<file path="src/rtl/uc_es_handshake_if.sv">
`default_nettype none
// ============================================================================
//  Module   : uc_es_handshake_if
//  Purpose  : Bundle of the instruction-side and handshake signals exchanged
//             between the control unit and the I/O stall controller.
//  Signals  : instr        - current instruction word
//             swap_SO      - OS context swap active (freezes the controller)
//             ch_btn       - raw asynchronous confirm buttons, 1 = pressed
//             pausaPC      - 1 = PC may advance, 0 = PC stalled
//             controle_in  - instr decodes as IN
//             controle_out - instr decodes as OUT
//             es_ch        - channel being served
//             busy         - handshake in progress
//             es_done      - one-cycle pulse, handshake completed by release
//             es_timeout   - one-cycle pulse, handshake ended by timeout
//             es_err       - one-cycle pulse, request on a non-existent channel
//  Modports : master drives instr/swap_SO/ch_btn, slave is the controller.
//  Revision : 1.0 - initial release
// ============================================================================
interface uc_es_handshake_if #(
    parameter int N_CH = 4,
    parameter int CH_W = (N_CH > 1) ? $clog2(N_CH) : 1
);
    logic [31:0]     instr;
    logic            swap_SO;
    logic [N_CH-1:0] ch_btn;
    logic            pausaPC;
    logic            controle_in;
    logic            controle_out;
    logic [CH_W-1:0] es_ch;
    logic            busy;
    logic            es_done;
    logic            es_timeout;
    logic            es_err;

    modport master (
        output instr, swap_SO, ch_btn,
        input  pausaPC, controle_in, controle_out, es_ch, busy,
               es_done, es_timeout, es_err
    );

    modport slave (
        input  instr, swap_SO, ch_btn,
        output pausaPC, controle_in, controle_out, es_ch, busy,
               es_done, es_timeout, es_err
    );
endinterface
`default_nettype wire

</file>
<file path="src/rtl/uc_es_handshake.sv">
`default_nettype none
// ============================================================================
//  Module   : uc_es_handshake
//  Purpose  : Parametrised I/O stall controller. Decodes IN/OUT instructions
//             and holds the PC until the selected confirm button has been
//             debounced-pressed and released, or an optional timeout expires.
//  Ports    : clk   - system clock, all state on posedge
//             rst_n - asynchronous active-low reset
//             bus   - uc_es_handshake_if.slave (instruction, buttons, stall
//                     control and status pulses)
//  Params   : N_CH        number of confirm channels (1..32)
//             DEB_CYCLES  stable synchronised samples needed to accept a level
//             TIMEOUT_CYC max cycles in the WAIT states, 0 = no timeout
//  Revision : 1.0 - initial release
// ============================================================================
module uc_es_handshake #(
    parameter int N_CH        = 4,
    parameter int DEB_CYCLES  = 4,
    parameter int TIMEOUT_CYC = 0
) (
    input  wire logic        clk,
    input  wire logic        rst_n,
    uc_es_handshake_if.slave bus
);
    localparam int CH_W  = (N_CH > 1) ? $clog2(N_CH) : 1;
    localparam int DEB_W = $clog2(DEB_CYCLES + 1);
    localparam int TO_W  = (TIMEOUT_CYC > 0) ? $clog2(TIMEOUT_CYC + 1) : 1;

    localparam logic [DEB_W-1:0] DEB_LAST = DEB_W'(DEB_CYCLES - 1);
    localparam logic [TO_W-1:0]  TO_LAST  = TO_W'((TIMEOUT_CYC > 0) ? TIMEOUT_CYC - 1 : 0);
    localparam logic [5:0]       N_CH_6   = 6'(N_CH);

    localparam logic [1:0] S_IDLE         = 2'd0;
    localparam logic [1:0] S_WAIT_PRESS   = 2'd1;
    localparam logic [1:0] S_WAIT_RELEASE = 2'd2;
    localparam logic [1:0] S_DONE         = 2'd3;

    logic [1:0]      state_q,  state_d;
    logic [CH_W-1:0] es_ch_q,  es_ch_d;
    logic [DEB_W-1:0] deb_q,   deb_d;
    logic [TO_W-1:0] to_q,     to_d;
    logic [N_CH-1:0] sync1_q,  sync1_d;
    logic [N_CH-1:0] sync2_q,  sync2_d;
    logic            done_q,   done_d;
    logic            tmo_q,    tmo_d;
    logic            err_q,    err_d;

    // ------------------------------------------------------------------
    // Instruction decode
    // ------------------------------------------------------------------
    logic            w_op_zero;
    logic [4:0]      w_rs;
    logic [CH_W-1:0] w_sel;
    logic            w_sel_ok;
    logic            w_req;

    assign w_op_zero        = (bus.instr[31:26] == 6'd0);
    assign bus.controle_in  = w_op_zero && (bus.instr[5:0] == 6'd0);
    assign bus.controle_out = w_op_zero && (bus.instr[5:0] == 6'd1);
    assign w_req            = bus.controle_in || bus.controle_out;
    assign w_rs             = bus.instr[25:21];
    assign w_sel            = bus.instr[21 +: CH_W];
    // Range check uses the whole rs field so that an out-of-range channel
    // number is rejected instead of aliasing onto a low channel.
    assign w_sel_ok         = ({1'b0, w_rs} < N_CH_6);

    // ------------------------------------------------------------------
    // Watched button: only the synchronised level of es_ch matters.
    // ------------------------------------------------------------------
    logic w_btn;
    always_comb begin
        w_btn = 1'b0;
        for (int i = 0; i < N_CH; i++) begin
            if (es_ch_q == CH_W'(i)) begin
                w_btn = sync2_q[i];
            end
        end
    end

    // Level being debounced: pressed in WAIT_PRESS, released in WAIT_RELEASE.
    logic w_target;
    logic w_deb_hit;
    logic w_to_hit;

    assign w_target  = (state_q == S_WAIT_PRESS) ? w_btn : ~w_btn;
    assign w_deb_hit = w_target && (deb_q == DEB_LAST);
    assign w_to_hit  = (TIMEOUT_CYC > 0) && (to_q == TO_LAST);

    // ------------------------------------------------------------------
    // State register
    // ------------------------------------------------------------------
    always_ff @(posedge clk or negedge rst_n) begin
        if (!rst_n) begin
            state_q <= S_IDLE;
            es_ch_q <= '0;
            deb_q   <= '0;
            to_q    <= '0;
            sync1_q <= '0;
            sync2_q <= '0;
            done_q  <= 1'b0;
            tmo_q   <= 1'b0;
            err_q   <= 1'b0;
        end else begin
            state_q <= state_d;
            es_ch_q <= es_ch_d;
            deb_q   <= deb_d;
            to_q    <= to_d;
            sync1_q <= sync1_d;
            sync2_q <= sync2_d;
            done_q  <= done_d;
            tmo_q   <= tmo_d;
            err_q   <= err_d;
        end
    end

    // ------------------------------------------------------------------
    // Next-state logic
    // ------------------------------------------------------------------
    always_comb begin
        state_d = state_q;
        es_ch_d = es_ch_q;
        deb_d   = deb_q;
        to_d    = to_q;
        sync1_d = bus.ch_btn;
        sync2_d = sync1_q;
        done_d  = 1'b0;
        tmo_d   = 1'b0;
        err_d   = 1'b0;

        // A context swap freezes the FSM and counters; the synchroniser
        // keeps sampling so the button level is current on resume.
        if (!bus.swap_SO) begin
            case (state_q)
                S_IDLE: begin
                    if (w_req) begin
                        if (w_sel_ok) begin
                            state_d = S_WAIT_PRESS;
                            es_ch_d = w_sel;
                            deb_d   = '0;
                            to_d    = '0;
                        end else begin
                            err_d = 1'b1;
                        end
                    end
                end
                S_WAIT_PRESS, S_WAIT_RELEASE: begin
                    deb_d = w_target ? deb_q + DEB_W'(1) : '0;
                    if (TIMEOUT_CYC > 0) begin
                        to_d = to_q + TO_W'(1);
                    end
                    // A completed release beats a simultaneous timeout; a
                    // completed press does not, since no release happened.
                    if ((state_q == S_WAIT_RELEASE) && w_deb_hit) begin
                        state_d = S_DONE;
                        done_d  = 1'b1;
                    end else if (w_to_hit) begin
                        state_d = S_DONE;
                        tmo_d   = 1'b1;
                    end else if (w_deb_hit) begin
                        state_d = S_WAIT_RELEASE;
                        deb_d   = '0;
                    end
                end
                S_DONE: begin
                    state_d = S_IDLE;
                end
                default: begin
                    state_d = S_IDLE;
                end
            endcase
        end
    end

    // ------------------------------------------------------------------
    // Outputs
    // ------------------------------------------------------------------
    always_comb begin
        bus.pausaPC = 1'b1;
        bus.busy    = 1'b0;
        case (state_q)
            // Stall in the same cycle the request is seen so the PC never
            // steps past an IN/OUT instruction.
            S_IDLE:         bus.pausaPC = !(w_req && w_sel_ok);
            S_WAIT_PRESS,
            S_WAIT_RELEASE: begin
                bus.pausaPC = 1'b0;
                bus.busy    = 1'b1;
            end
            default:        bus.pausaPC = 1'b1;
        endcase
        // Reset value is visible while rst_n is held low, even if the
        // instruction bus still presents a request.
        if (!rst_n) begin
            bus.pausaPC = 1'b1;
        end
    end

    assign bus.es_ch      = es_ch_q;
    assign bus.es_done    = done_q;
    assign bus.es_timeout = tmo_q;
    assign bus.es_err     = err_q;

endmodule
`default_nettype wire

</file>
<file path="src/flat_wrapper.sv">
// flat-port wrapper written by rule: the top's interface ports become plain ports
module uc_es_handshake_flat 
#(
    parameter int N_CH        = 4,
    parameter int DEB_CYCLES  = 4,
    parameter int TIMEOUT_CYC = 0
)
  (clk, rst_n, bus_instr, bus_swap_SO, bus_ch_btn, bus_pausaPC, bus_controle_in, bus_controle_out, bus_es_ch, bus_busy, bus_es_done, bus_es_timeout, bus_es_err);
  uc_es_handshake_if #(.N_CH(N_CH)) bus_i ();
  input  wire logic clk;
  input  wire logic rst_n;
  input wire logic [$bits(bus_i.instr)-1:0] bus_instr;
  input wire logic [$bits(bus_i.swap_SO)-1:0] bus_swap_SO;
  input wire logic [$bits(bus_i.ch_btn)-1:0] bus_ch_btn;
  output wire logic [$bits(bus_i.pausaPC)-1:0] bus_pausaPC;
  output wire logic [$bits(bus_i.controle_in)-1:0] bus_controle_in;
  output wire logic [$bits(bus_i.controle_out)-1:0] bus_controle_out;
  output wire logic [$bits(bus_i.es_ch)-1:0] bus_es_ch;
  output wire logic [$bits(bus_i.busy)-1:0] bus_busy;
  output wire logic [$bits(bus_i.es_done)-1:0] bus_es_done;
  output wire logic [$bits(bus_i.es_timeout)-1:0] bus_es_timeout;
  output wire logic [$bits(bus_i.es_err)-1:0] bus_es_err;
  assign bus_i.instr = bus_instr;
  assign bus_i.swap_SO = bus_swap_SO;
  assign bus_i.ch_btn = bus_ch_btn;
  assign bus_pausaPC = bus_i.pausaPC;
  assign bus_controle_in = bus_i.controle_in;
  assign bus_controle_out = bus_i.controle_out;
  assign bus_es_ch = bus_i.es_ch;
  assign bus_busy = bus_i.busy;
  assign bus_es_done = bus_i.es_done;
  assign bus_es_timeout = bus_i.es_timeout;
  assign bus_es_err = bus_i.es_err;
  uc_es_handshake #(.N_CH(N_CH), .DEB_CYCLES(DEB_CYCLES), .TIMEOUT_CYC(TIMEOUT_CYC)) u_core (.clk(clk), .rst_n(rst_n), .bus(bus_i));
endmodule
</file>
<file path="config.mk">
export PLATFORM = sky130hd
export DESIGN_NAME = uc_es_handshake_flat
export DESIGN_NICKNAME = d
export VERILOG_FILES = /design/src/rtl/uc_es_handshake_if.sv /design/src/rtl/uc_es_handshake.sv /design/src/flat_wrapper.sv
export SDC_FILE = /design/constraint.sdc
export NUM_CORES = 1
export LEC_CHECK = 0
export BUFFER_PORTS_ARGS = -buffer_cell sky130_fd_sc_hd__buf_2
export CORE_MARGIN = 1.5
export CORE_UTILIZATION = 35
export CTS_BUF_LIST = sky130_fd_sc_hd__clkbuf_4 sky130_fd_sc_hd__clkbuf_8
export DETAILED_ROUTE_END_ITERATION = 8
export PLACE_DENSITY = 0.65
export RECOVER_POWER = 25
export SLEW_MARGIN = 20
export SYNTH_ARGS = -nofsm -noshare
export SYNTH_HDL_FRONTEND = slang
export SYNTH_SLANG_ARGS = --single-unit
</file>
<file path="constraint.sdc">
create_clock -name clk -period 2.7 [get_ports clk]
set_input_delay 0.27 -clock clk [delete_from_list [all_inputs] [get_ports clk]]
set_output_delay 0.27 -clock clk [all_outputs]
set_load 0.01 [all_outputs]
</file>
Word level (Yosys, flattened, before mapping):

Cells that the tools add are included.
Widths: inputs -> output; s select.

* add/sub/neg operators: 1
* order comparisons: 1
* equality and inequality tests: 11
* mux-type cells: 26
* bitwise gates (word level): 2
* reduce and logical (&&, ||, !) cells: 16

Operator list (count)
* $mux 3: 5
* $mux 1: 14
* $logic_not 6->1: 2
* $reduce_and 4->1: 3
* $eq 2x2->1 const B: 4
* $mux 2: 4
* $eq 6x1->1 const B: 1
* $pmux 2 s3: 1
* $pmux 3 s2: 1
* $logic_and 1x1->1: 5
* $lt 5x3->1 const B: 1
* $eq 2x1->1 const B: 2
* $logic_not 2->1: 2
* $ne 2x1->1 const B: 2
* $add 3x1->3 const B: 1
* $eq 3x2->1 const B: 1
* $ne 3x1->1 const B: 1
* $not 1->1: 2
* $pmux 1 s2: 1
* $reduce_bool 2->1: 1
* $reduce_or 2->1: 1
* $logic_not 1->1: 1
* $logic_or 1x1->1: 1

* flip-flop bits (word level): 17
* input port bits: 39
* logic and storage cells: 64

Logic depth before layout (Yosys ltp):

Gate-level depths: netlist of run 1.

* depth after elaboration: 12
* mapped depth: 6

Least setup slack after synthesis of run 1:

No wires, ideal clock.

* path type: reg2reg
* start: register u_core.es_ch_q[0] (netlist: u_core.bus.es_ch[0])
* end: register u_core.state_q[0]
* arrival: 1685 ps
* slack: 887 ps
* cell stages (with the launch flop): 5
* buffers on the path: 0
* clock period less this slack: 1813 ps
* cells stage by stage: dfrtp_1 mux4_1 xor2_1 o21bai_1 mux2_1

* word-level cells in the longest chain between the ends: 11

RTL lines
* start: declaration: RTL line uc_es_handshake.sv:39 `logic [CH_W-1:0] es_ch_q, es_ch_d;`
* start signal: assignment: RTL line uc_es_handshake.sv:105 `es_ch_q <= es_ch_d;`
* $logic_not 2->1: RTL line uc_es_handshake.sv:74 `if (es_ch_q == CH_W'(i)) begin`
* $mux 1 (3 in a row): RTL line uc_es_handshake.sv:74
* $mux 1 (*): RTL line uc_es_handshake.sv:74
* $not 1->1: RTL line uc_es_handshake.sv:85 `assign w_target = (state_q == S_WAIT_PRESS) ? w_btn : ~w_btn;`
* $mux 1 (*): RTL line uc_es_handshake.sv:85
* $logic_and 1x1->1 (*): RTL line uc_es_handshake.sv:86 `assign w_deb_hit = w_target && (deb_q == DEB_LAST);`
* $logic_and 1x1->1: RTL line uc_es_handshake.sv:153 `if ((state_q == S_WAIT_RELEASE) && w_deb_hit) begin`
* $ne 3x1->1 (no source line) / $mux 2 (equally long branches)
* $reduce_and 4->1 (no source line) / $pmux 2 s3 (equally long branches)
* end signal: assignment: RTL line uc_es_handshake.sv:104 `state_q <= state_d;`
* end: declaration: RTL line uc_es_handshake.sv:38 `logic [1:0] state_q, state_d;`

Mark *: on every way between the ends. The rest lies on a longest branch, timed or not.
A chain may end at the register's enable or synchronous reset.

Worst setup path after layout of run 1:

* start: input port rst_n
* end: output port bus_pausaPC

* word-level cells in the longest chain between the ends: 1

RTL lines
* start: declaration: RTL line flat_wrapper.sv:11 `input wire logic rst_n;`
* $mux 1: RTL line uc_es_handshake.sv:193 `if (!rst_n) begin`
* end: declaration: RTL line flat_wrapper.sv:15 `output wire logic [$bits(bus_i.pausaPC)-1:0] bus_pausaPC;`

No other way between the ends.

==> results.yml, run 1 <==
run_status:
  status: "finished clean"
detailed_routing:
  drtPass1Iterations: 4
  first_iter_violations: 4
  avgRoutedWirePerCell_um: 11.8
  viasPerCell: 4.99
  vias: 688
  drc_errors: 0
  antenna_left: 0
  routed_wl_um: 1630
critical_path:
  crit_path_start: "rst_n"
  cp_top_family: "buffers and inverters"
  critPathMaxStageDelay_ns: 0.69
  r2r_slack_ns: 0.73
  crit_arrival_ns: 1.75
  cp-start-kind: "primary input"
  slowest_stage: "clkbuf_1"
  rr_startpoint: "u_core.deb_q[0]"
  cp.depth: 4
  cp_max_fo: 18
  path_buf_inv: 3
  critPathCapture: "bus_pausaPC"
  crit_chain: "dlygate4sd3_1, clkbuf_1, nand2_1, buf_2"
  crit_path_end_kind: "output pin"
  r2r-end: "u_core.state_q[0]"
  worstSetupPathType: "primary input to output pin"
  required_ns: 2.43
  reg2regPathDepth: 6
logic_synthesis:
  avgSynthCellArea_um2: 12.2
  syn_area_um2: 891
  yosysUniqueCellTypes: 27
  synth-simple-area-share: 0.169
  yosysTopAreaCell: "dfrtp_1"
  yosysWarnings: 0
  ys_ff_latch: 17
  synthAdderAreaFrac: 0.0843
  synth_compound_area_frac: 0.0435
  synth_xor_area_frac: 0.00983
  syn_nets: 118
  synth_area_leaders: "dfrtp_1, ha_1, mux2_2"
  yosys-mux-area-fraction: 0.178
  postSynthCellCount: 73
  yosysTopAreaCellShare: 0.478
  synth-seq-area-share: 0.478
  synth_top_family_by_area: "multiplexers"
clock_network:
  htree_levels: 1
  cts_tree: "done"
  cts_root_buf: "clkbuf_4"
  clk_latency_ns: 0.29
  post_cts_resized: 0
  postCtsSetupRepairBufs: 0
  cts_buffer_depth: 2
  cts-buffers-inserted: 3
  path_clk_slew_ns: 0.10
  cts_hold_buf: 1
  numClockSinks: 17
min_path:
  worstHoldPathType: "primary input to flop"
  worst_hold_path.num_cells: 1
timing:
  max_freq_mhz: 495
  rsz0062_at_grt: "no"
  skew_ns: 0.00609
  maxSlewViolCount: 0
  finalSetupViolations: 0
  post-route-period-util: 0.747
  hold_viol_final: 0
  finalSetupTns_ns: 0
  tightest_slew_ns: 0.919
  relSlewSlack: 0.387
  post-route-worst-setup-slack_ns: 0.682
  min_period_ns: 2.02
pwr:
  pwr-share-comb: 0.346
  power_density_nw_per_um2: 612
  ir_worst_vdd_uv: 276
  netSwitchingFraction: 0.324
  p_switching_mw: 0.221
  cell_internal_pwr_mw: 0.461
  power_frac_clock: 0.206
  seqPwrFrac: 0.449
  p_leak_nw: 0.550
floorplan:
  dieArea_um2: 2860
  die_h_um: 53.5
  rows: 18
  die_x_um: 53.5
  core_area_um2: 2430
  io_pins: 48
  start_util: 0.366
global_route:
  first_global_vias: 624
  grt_usage: 0.128
  grt_antenna_before_repair: 0
  grt_overflow: 0
  grt_pass1_wl_um: 2520
  grt_max_degree: 19
final_layout:
  nFillCells: 241
  multiInputGateArea_um2: 435
  drive_gt1_frac: 0.407
  final_cell_mix: "buf_2, dfrtp_1, inv_1, ha_1"
  final_common_cell: "buf_2"
  area_growth_pct: 25.1
  nets: 154
  regArea_um2: 425
  antenna_cells: 0
placed_design:
  hpwl_um: 1330
  pre_cts_ws_ns: 0.757
  io_buffers: 31
  globalplace.congestion: 0.710
job:
  drv_cap: 0
## how the worst min path moves through the flow
stage | from | end | slack (ns)
after CTS | bus_ch_btn[3] | u_core.sync1_q[3] | 0.06
final | bus_ch_btn[3] | u_core.sync1_q[3] | 0.08
after global placement | rst_n | u_core.bus.es_done | 0.20
after floorplan | rst_n | u_core.bus.es_ch[0] | -0.03
after detailed placement | rst_n | u_core.bus.es_done | 0.22
after global routing | bus_ch_btn[2] | u_core.sync1_q[2] | 0.05
## layout make-up
class | instances | area share
multi-input combinational | 49 | 0.391
timing repair buffer | 32 | 0.147
inverter | 6 | 0.0202
clock buffer | 3 | 0.0202
tap | 30 | 0.0337
sequential | 17 | 0.382
clock inverter | 1 | 0.00673
## flip-flops by register name (all words and copies together) (netlist names)
| register | cells |
|---|---|
| u_core.bus.es_ch | 2 |
| u_core.state_q | 2 |
| u_core.deb_q | 3 |
| u_core.sync2_q | 4 |
| u_core.bus.es_done | 1 |
| u_core.sync1_q | 4 |
| u_core.bus.es_err | 1 |
## layer usage
layer	share of wire	global-route usage	vias to the layer above
met3	0.098	0.0424	2
met1	0.39	0.129	320
met5	0	0	-
met4	0.012	0.0641	0
met2	0.50	0.233	30
li1	-	-	336
## power by group through the flow
stage / logic, mW / registers (mW) / clock network [mW]
3_3_place_gp: 0.231 / 0.309 / 0
2_1_floorplan: 0.173 / 0.307 / 0
6_report: 0.236 / 0.306 / 0.140
5_1_grt: 0.268 / 0.311 / 0.158
3_5_place_dp: 0.239 / 0.311 / 0
4_1_cts: 0.241 / 0.306 / 0.149
## synth_stat cells
master / count
nand4_1: 1
inv_1: 6
nand2b_1: 2
mux2_4: 1
dfrtp_1: 17
or2_2: 1
nand3_1: 4
mux2i_1: 5
xor2_1: 1
a211oi_2: 1
mux2_2: 5
o21bai_1: 1
mux2_1: 1
nor3b_1: 1
nor2_1: 4
mux4_1: 1
nand2_1: 1
conb_1: 1
buf_4: 1
and3b_1: 1
a41oi_1: 1
a311o_1: 1
ha_1: 6
nor3_1: 4
nand3b_1: 1
nor4b_1: 2
nor4_2: 2
## through the flow
step           instance area (um^2)   util  power (mW)  hold slack (ns)  instances
6_report                       1110  0.458       0.682           0.0761        138
5_1_grt                        1110  0.458       0.737           0.0507        138
4_1_cts                        1120  0.459       0.696           0.0586        138
3_5_place_dp                   1080  0.442       0.550            0.216        133
3_3_place_gp                   1080  0.442       0.540            0.204        133
2_1_floorplan                   891      -       0.480          -0.0256         73
## cell families (layout without fill, tap and decap cells)
| group | after synthesis | count (layout) |
|---|---|---|
| simple gates | 24 | 24 |
| flops | 17 | 17 |
| mux | 13 | 13 |
| buf+inv | 7 | 42 |
| fa+ha+maj | 6 | 6 |
| compound gates | 4 | 4 |
| other cells | 1 | 1 |
| xor+xnor | 1 | 1 |
No activity file was read; power rests on OpenSTA's default activity.
==> inputs of run 2 (changes only) <==
--- a/config.mk
+++ b/config.mk
@@ -10,7 +10,7 @@
 export CORE_UTILIZATION = 35
 export CTS_BUF_LIST = sky130_fd_sc_hd__clkbuf_4 sky130_fd_sc_hd__clkbuf_8
 export DETAILED_ROUTE_END_ITERATION = 8
-export PLACE_DENSITY = 0.65
+export PLACE_DENSITY = 0.68
 export RECOVER_POWER = 25
 export SLEW_MARGIN = 20
 export SYNTH_ARGS = -nofsm -noshare
==> constraint.sdc (replaced) <==
create_clock -name clk -period 1.8 [get_ports clk]
set_input_delay 0.18 -clock clk [delete_from_list [all_inputs] [get_ports clk]]
set_output_delay 0.18 -clock clk [all_outputs]
set_load 0.01 [all_outputs]
==> results.yml, run 2 (same netlist as run 1, synthesis figures left out) <==
run_status:
  status: "complete, but fails checks"
  violations: "negative setup slack"
floorplan:
  start_util: 0.366
  dieArea_um2: 2860
  die_x_um: 53.5
  io_pins: 48
  rows: 18
  die_h_um: 53.5
  core_area_um2: 2430
timing:
  post-route-worst-setup-slack_ns: -0.0766
  finalSetupViolations: 2
  skew_ns: 0.00448
  finalSetupTns_ns: -0.117
  hold_viol_final: 0
  maxSlewViolCount: 0
  min_period_ns: 1.88
  post-route-period-util: 1.04
  rsz0062_at_grt: "yes"
  max_freq_mhz: 533
clock_network:
  htree_levels: 1
  cts_root_buf: "clkbuf_4"
  clk_latency_ns: 0.30
  path_clk_slew_ns: 0.09
  cts_tree: "done"
  cts_buffer_depth: 2
  numClockSinks: 17
  cts-buffers-inserted: 3
placed_design:
  hpwl_um: 1500
  place_area_um2: 1170
  globalplace.congestion: 0.735
  io_buffers: 31
critical_path:
  reg2regPathDepth: 6
  worstSetupPathType: "flop to flop"
  critPathCapture: "u_core.state_q[0]"
  required_ns: 1.99
  cp-start-kind: "flop"
  crit_path_start: "u_core.state_q[0]"
  cp_max_fo: 5
  crit_path_end_kind: "flop"
  crit_arrival_ns: 2.06
  r2r-end: "u_core.state_q[0]"
  rr_startpoint: "u_core.state_q[0]"
  r2r_slack_ns: -0.08
final_layout:
  final_common_cell: "buf_2"
  final_cell_mix: "buf_2, dfrtp_1, buf_4"
  multiInputGateArea_um2: 493
  area_growth_pct: 47.5
  top_regs: "u_core.sync1_q: 4 flops, u_core.sync2_q: 4 flops, u_core.deb_q: 3 flops"
  regArea_um2: 427
  antenna_cells: 0
  stdcell_area_um2: 1310
  nets: 171
  nFillCells: 222
  drive_gt1_frac: 0.552
global_route:
  grt_usage: 0.147
  first_global_vias: 706
  grt_pass1_wl_um: 2820
  grt_overflow: 0
  grt_antenna_before_repair: 0
  grt_max_degree: 19
detailed_routing:
  first_iter_violations: 2
  antenna_left: 0
  avgRoutedWirePerCell_um: 12.3
  vias: 745
  drc_errors: 0
  routed_wl_um: 1910
  viasPerCell: 4.81
  drtPass1Iterations: 4
pwr:
  ir_worst_vdd_uv: 538
  p_leak_nw: 0.643
  power_density_nw_per_um2: 912
job:
  drv_cap: 0
min_path:
  worstHoldPathType: "primary input to flop"
[run 2: cell types whose count changed in the layout (fill, tap and decap cells not counted), sizes merged]
| cell | previous run | this run |
|---|---|---|
| dlygate4sd3 | 1 | 5 |
| buf | 30 | 44 |
| clkinvlp | 1 | 0 |
| clkinv | 0 | 1 |
| clkbuf | 4 | 3 |
[run 2: how the worst min path moves through the flow]
stage | start | to | slack [ns] | cells past startpoint
global placement | rst_n | u_core.bus.es_done | 0.11 | 1
global route | bus_instr[22] | u_core.bus.es_ch[1] | 0.09 | 2
detailed placement | rst_n | u_core.bus.es_done | 0.12 | 1
CTS | bus_swap_SO | u_core.bus.es_done | 0.08 | 2
finish | bus_swap_SO | u_core.bus.es_done | 0.09 | 2
floorplan | rst_n | u_core.bus.es_ch[0] | -0.12 | 0
[run 2: cell type report]
type	instances	area share
Multi-Input combinational cell	49	0.375
Sequential cell	17	0.325
Clock buffer	3	0.0171
Tap cell	30	0.0286
Clock inverter	1	0.00381
Inverter	6	0.0171
Timing Repair Buffer	49	0.233
[run 2: metal layers]
metal	share of wire	routed length, um	track usage	vias up
li1	-	-	-	362
met1	0.39	738	0.138	346
met2	0.52	989	0.280	32
met3	0.075	143	0.0424	5
met4	0.018	34	0.0769	0
met5	0	0	0	-
[run 2: worst max-delay path, stage by stage, from the launching register on]
cell and delay, ns:
dfrtp_1 0.42, buf_6 0.13, ha_4 0.16, nand3b_1 0.15
mux2_4 0.26, a311o_1 0.35, mux2_4 0.31
[run 2: timing repair]
item,4_1_cts,5_1_grt
buffers inserted,2,1
hold buffers,5,0
endpoints found under the setup margin,6,5
pin swaps,1,0
hold endpoints to repair,21,0
resized for setup,8,3
cloned,0,0
[run 2: per-stage QoR]
step	instances	utilization	hold WS [ns]	setup WS, ns	power, mW
after global placement	143	0.481	0.115	-0.0500	0.893
after floorplan	73	-	-0.116	0.00736	0.727
after global routing	155	0.540	0.0917	-0.137	1.29
final	155	0.540	0.0880	-0.0766	1.20
after detailed placement	143	0.481	0.119	-0.0845	0.920
after CTS	154	0.530	0.0832	-0.0662	1.20
[run 2: power breakdown]
part	internal [mW]	switching, mW
registers	0.431	0.0328
clock network	0.0829	0.123
logic	0.294	0.234
==> inputs of run 3 (changes only) <==
--- a/config.mk
+++ b/config.mk
@@ -5,12 +5,12 @@
 export SDC_FILE = /design/constraint.sdc
 export NUM_CORES = 1
 export LEC_CHECK = 0
-export BUFFER_PORTS_ARGS = -buffer_cell sky130_fd_sc_hd__buf_2
+export BUFFER_PORTS_ARGS = -buffer_cell sky130_fd_sc_hd__buf_4
 export CORE_MARGIN = 1.5
-export CORE_UTILIZATION = 35
+export CORE_UTILIZATION = 41
 export CTS_BUF_LIST = sky130_fd_sc_hd__clkbuf_4 sky130_fd_sc_hd__clkbuf_8
 export DETAILED_ROUTE_END_ITERATION = 8
-export PLACE_DENSITY = 0.68
+export PLACE_DENSITY = 0.77
 export RECOVER_POWER = 25
 export SLEW_MARGIN = 20
 export SYNTH_ARGS = -nofsm -noshare
==> results.yml, run 3 (same netlist as run 1, synthesis figures left out) <==
floorplan:
  dieArea_um2: 2460
  die_x_um: 49.6
  start_util: 0.445
  io_pins: 48
  die_h_um: 49.6
  core_area_um2: 2000
  rows: 16
global_route:
  grt_pass1_wl_um: 3280
  first_global_vias: 744
  top_usage_layer: "met2"
  grtUsageMet2: 0.309
  grt_use_met3: 0.0364
  use_met1: 0.203
  grt_overflow: 0
  grt_antenna_before_repair: 0
  grt_max_degree: 19
  grt_usage: 0.174
placed_design:
  globalplace.congestion: 0.683
  hpwl_um: 1370
  place_area_um2: 1240
  pre_cts_ws_ns: -0.0725
  io_buffers: 31
detailed_routing:
  drtPass1Iterations: 4
  avgRoutedWirePerCell_um: 13.1
  viasPerCell: 4.99
  drc_errors: 0
  first_iter_violations: 8
  antenna_left: 0
  vias: 748
  routed_wl_um: 1970
final_layout:
  area_growth_pct: 57.0
  multiInputGateArea_um2: 513
  final_cell_mix: "buf_4, dfrtp_1, mux2i_1, dlygate4sd3_1"
  drive_gt1_frac: 0.577
  stdcell_area_um2: 1400
  final_common_cell: "buf_4"
  nFillCells: 156
  antenna_cells: 0
  nets: 169
  regArea_um2: 428
  top_regs: "u_core.sync1_q: 4 flops, u_core.sync2_q: 4 flops, u_core.deb_q: 3 flops"
pwr:
  p_leak_nw: 0.659
  pwr-share-comb: 0.461
  ir_worst_vdd_uv: 715
  seqPwrFrac: 0.372
  power_frac_clock: 0.167
  p_switching_mw: 0.420
  power_density_nw_per_um2: 907
  cell_internal_pwr_mw: 0.849
  netSwitchingFraction: 0.331
  total_power_mw: 1.27
clock_network:
  cts_tree: "done"
  cts_root_buf: "clkbuf_4"
  cts-buffers-inserted: 3
  clk_latency_ns: 0.29
  cts_buffer_depth: 2
  numClockSinks: 17
  htree_levels: 1
  path_clk_slew_ns: 0.10
job:
  drv_cap: 0
critical_path:
  crit_path_end_kind: "flop"
  cp-start-kind: "flop"
  reg2regPathDepth: 6
  cp_max_fo: 5
  r2r_slack_ns: -0.05
  r2r-end: "u_core.state_q[0]"
  crit_arrival_ns: 2.04
  required_ns: 1.99
  worstSetupPathType: "flop to flop"
  rr_startpoint: "u_core.deb_q[0]"
min_path:
  worst_hold_path.num_cells: 2
  min_to: "u_core.bus.es_done"
  min_from: "bus_swap_SO"
  worstHoldPathType: "primary input to flop"
timing:
  post-route-worst-setup-slack_ns: -0.0537
  rsz0062_at_grt: "yes"
  hold_viol_final: 0
  min_period_ns: 1.85
  maxSlewViolCount: 0
  post-route-period-util: 1.03
  finalSetupViolations: 2
  skew_ns: 0.00229
  finalSetupTns_ns: -0.0624
  max_freq_mhz: 539
run_status:
  status: "complete, but fails checks"
  violations: "negative setup slack"
[run 3: through the flow]
step	cells	util	hold WS [ns]
floorplan	73	-	-0.116
global placement	140	0.622	0.0548
detailed placement	140	0.622	0.0575
CTS	150	0.682	0.0621
global route	150	0.699	0.0569
finish	150	0.699	0.0709
[run 3: how the worst max path moves through the flow]
stage	start	to	slack, ns	cells past startpoint
after floorplan	u_core.deb_q[0]	u_core.state_q[0]	0.007	6
after global placement	u_core.deb_q[0]	u_core.state_q[0]	-0.04	6
after detailed placement	u_core.deb_q[0]	u_core.state_q[0]	-0.07	6
after CTS	u_core.state_q[0]	bus_pausaPC	-0.04	7
after global routing	u_core.deb_q[0]	u_core.state_q[0]	-0.12	6
final	u_core.deb_q[0]	u_core.state_q[0]	-0.05	6
[run 3: power groups by stage]
stage,clock [mW],combinational (mW),sequential (mW)
after detailed placement,0,0.466,0.468
final,0.212,0.586,0.472
after floorplan,0,0.263,0.464
after CTS,0.222,0.523,0.465
after global routing,0.241,0.638,0.479
after global placement,0,0.452,0.465
[run 3: worst max-delay path, stage by stage, from the launching register on]
cell,delay [ns]
dfrtp_1,0.39
ha_2,0.20
ha_4,0.15
nand3b_1,0.08
mux2_4,0.27
a311o_1,0.35
mux2_4,0.31
[run 3: final cells by class]
| class | count | area share |
|---|---|---|
| Clock buffer | 3 | 0.0161 |
| Clock inverter | 1 | 0.00537 |
| Inverter | 6 | 0.0179 |
| Multi-Input combinational cell | 49 | 0.367 |
| Sequential cell | 17 | 0.306 |
| Tap cell | 27 | 0.0242 |
| Timing Repair Buffer | 47 | 0.264 |
[run 3: repair_timing]
action	4_1_cts	5_1_grt
hold buffers	5	0
endpoints found under the setup margin	3	6
gates cloned	0	0
resized for setup	9	9
setup buffers	1	1
pin swaps	2	2
endpoints found under the hold margin	21	0
[run 3: routing by layer]
metal | up-vias | wire length (um)
li1 | 359 | -
met1 | 351 | 810
met2 | 33 | 968
met3 | 5 | 158
met4 | 0 | 31
met5 | - | 0
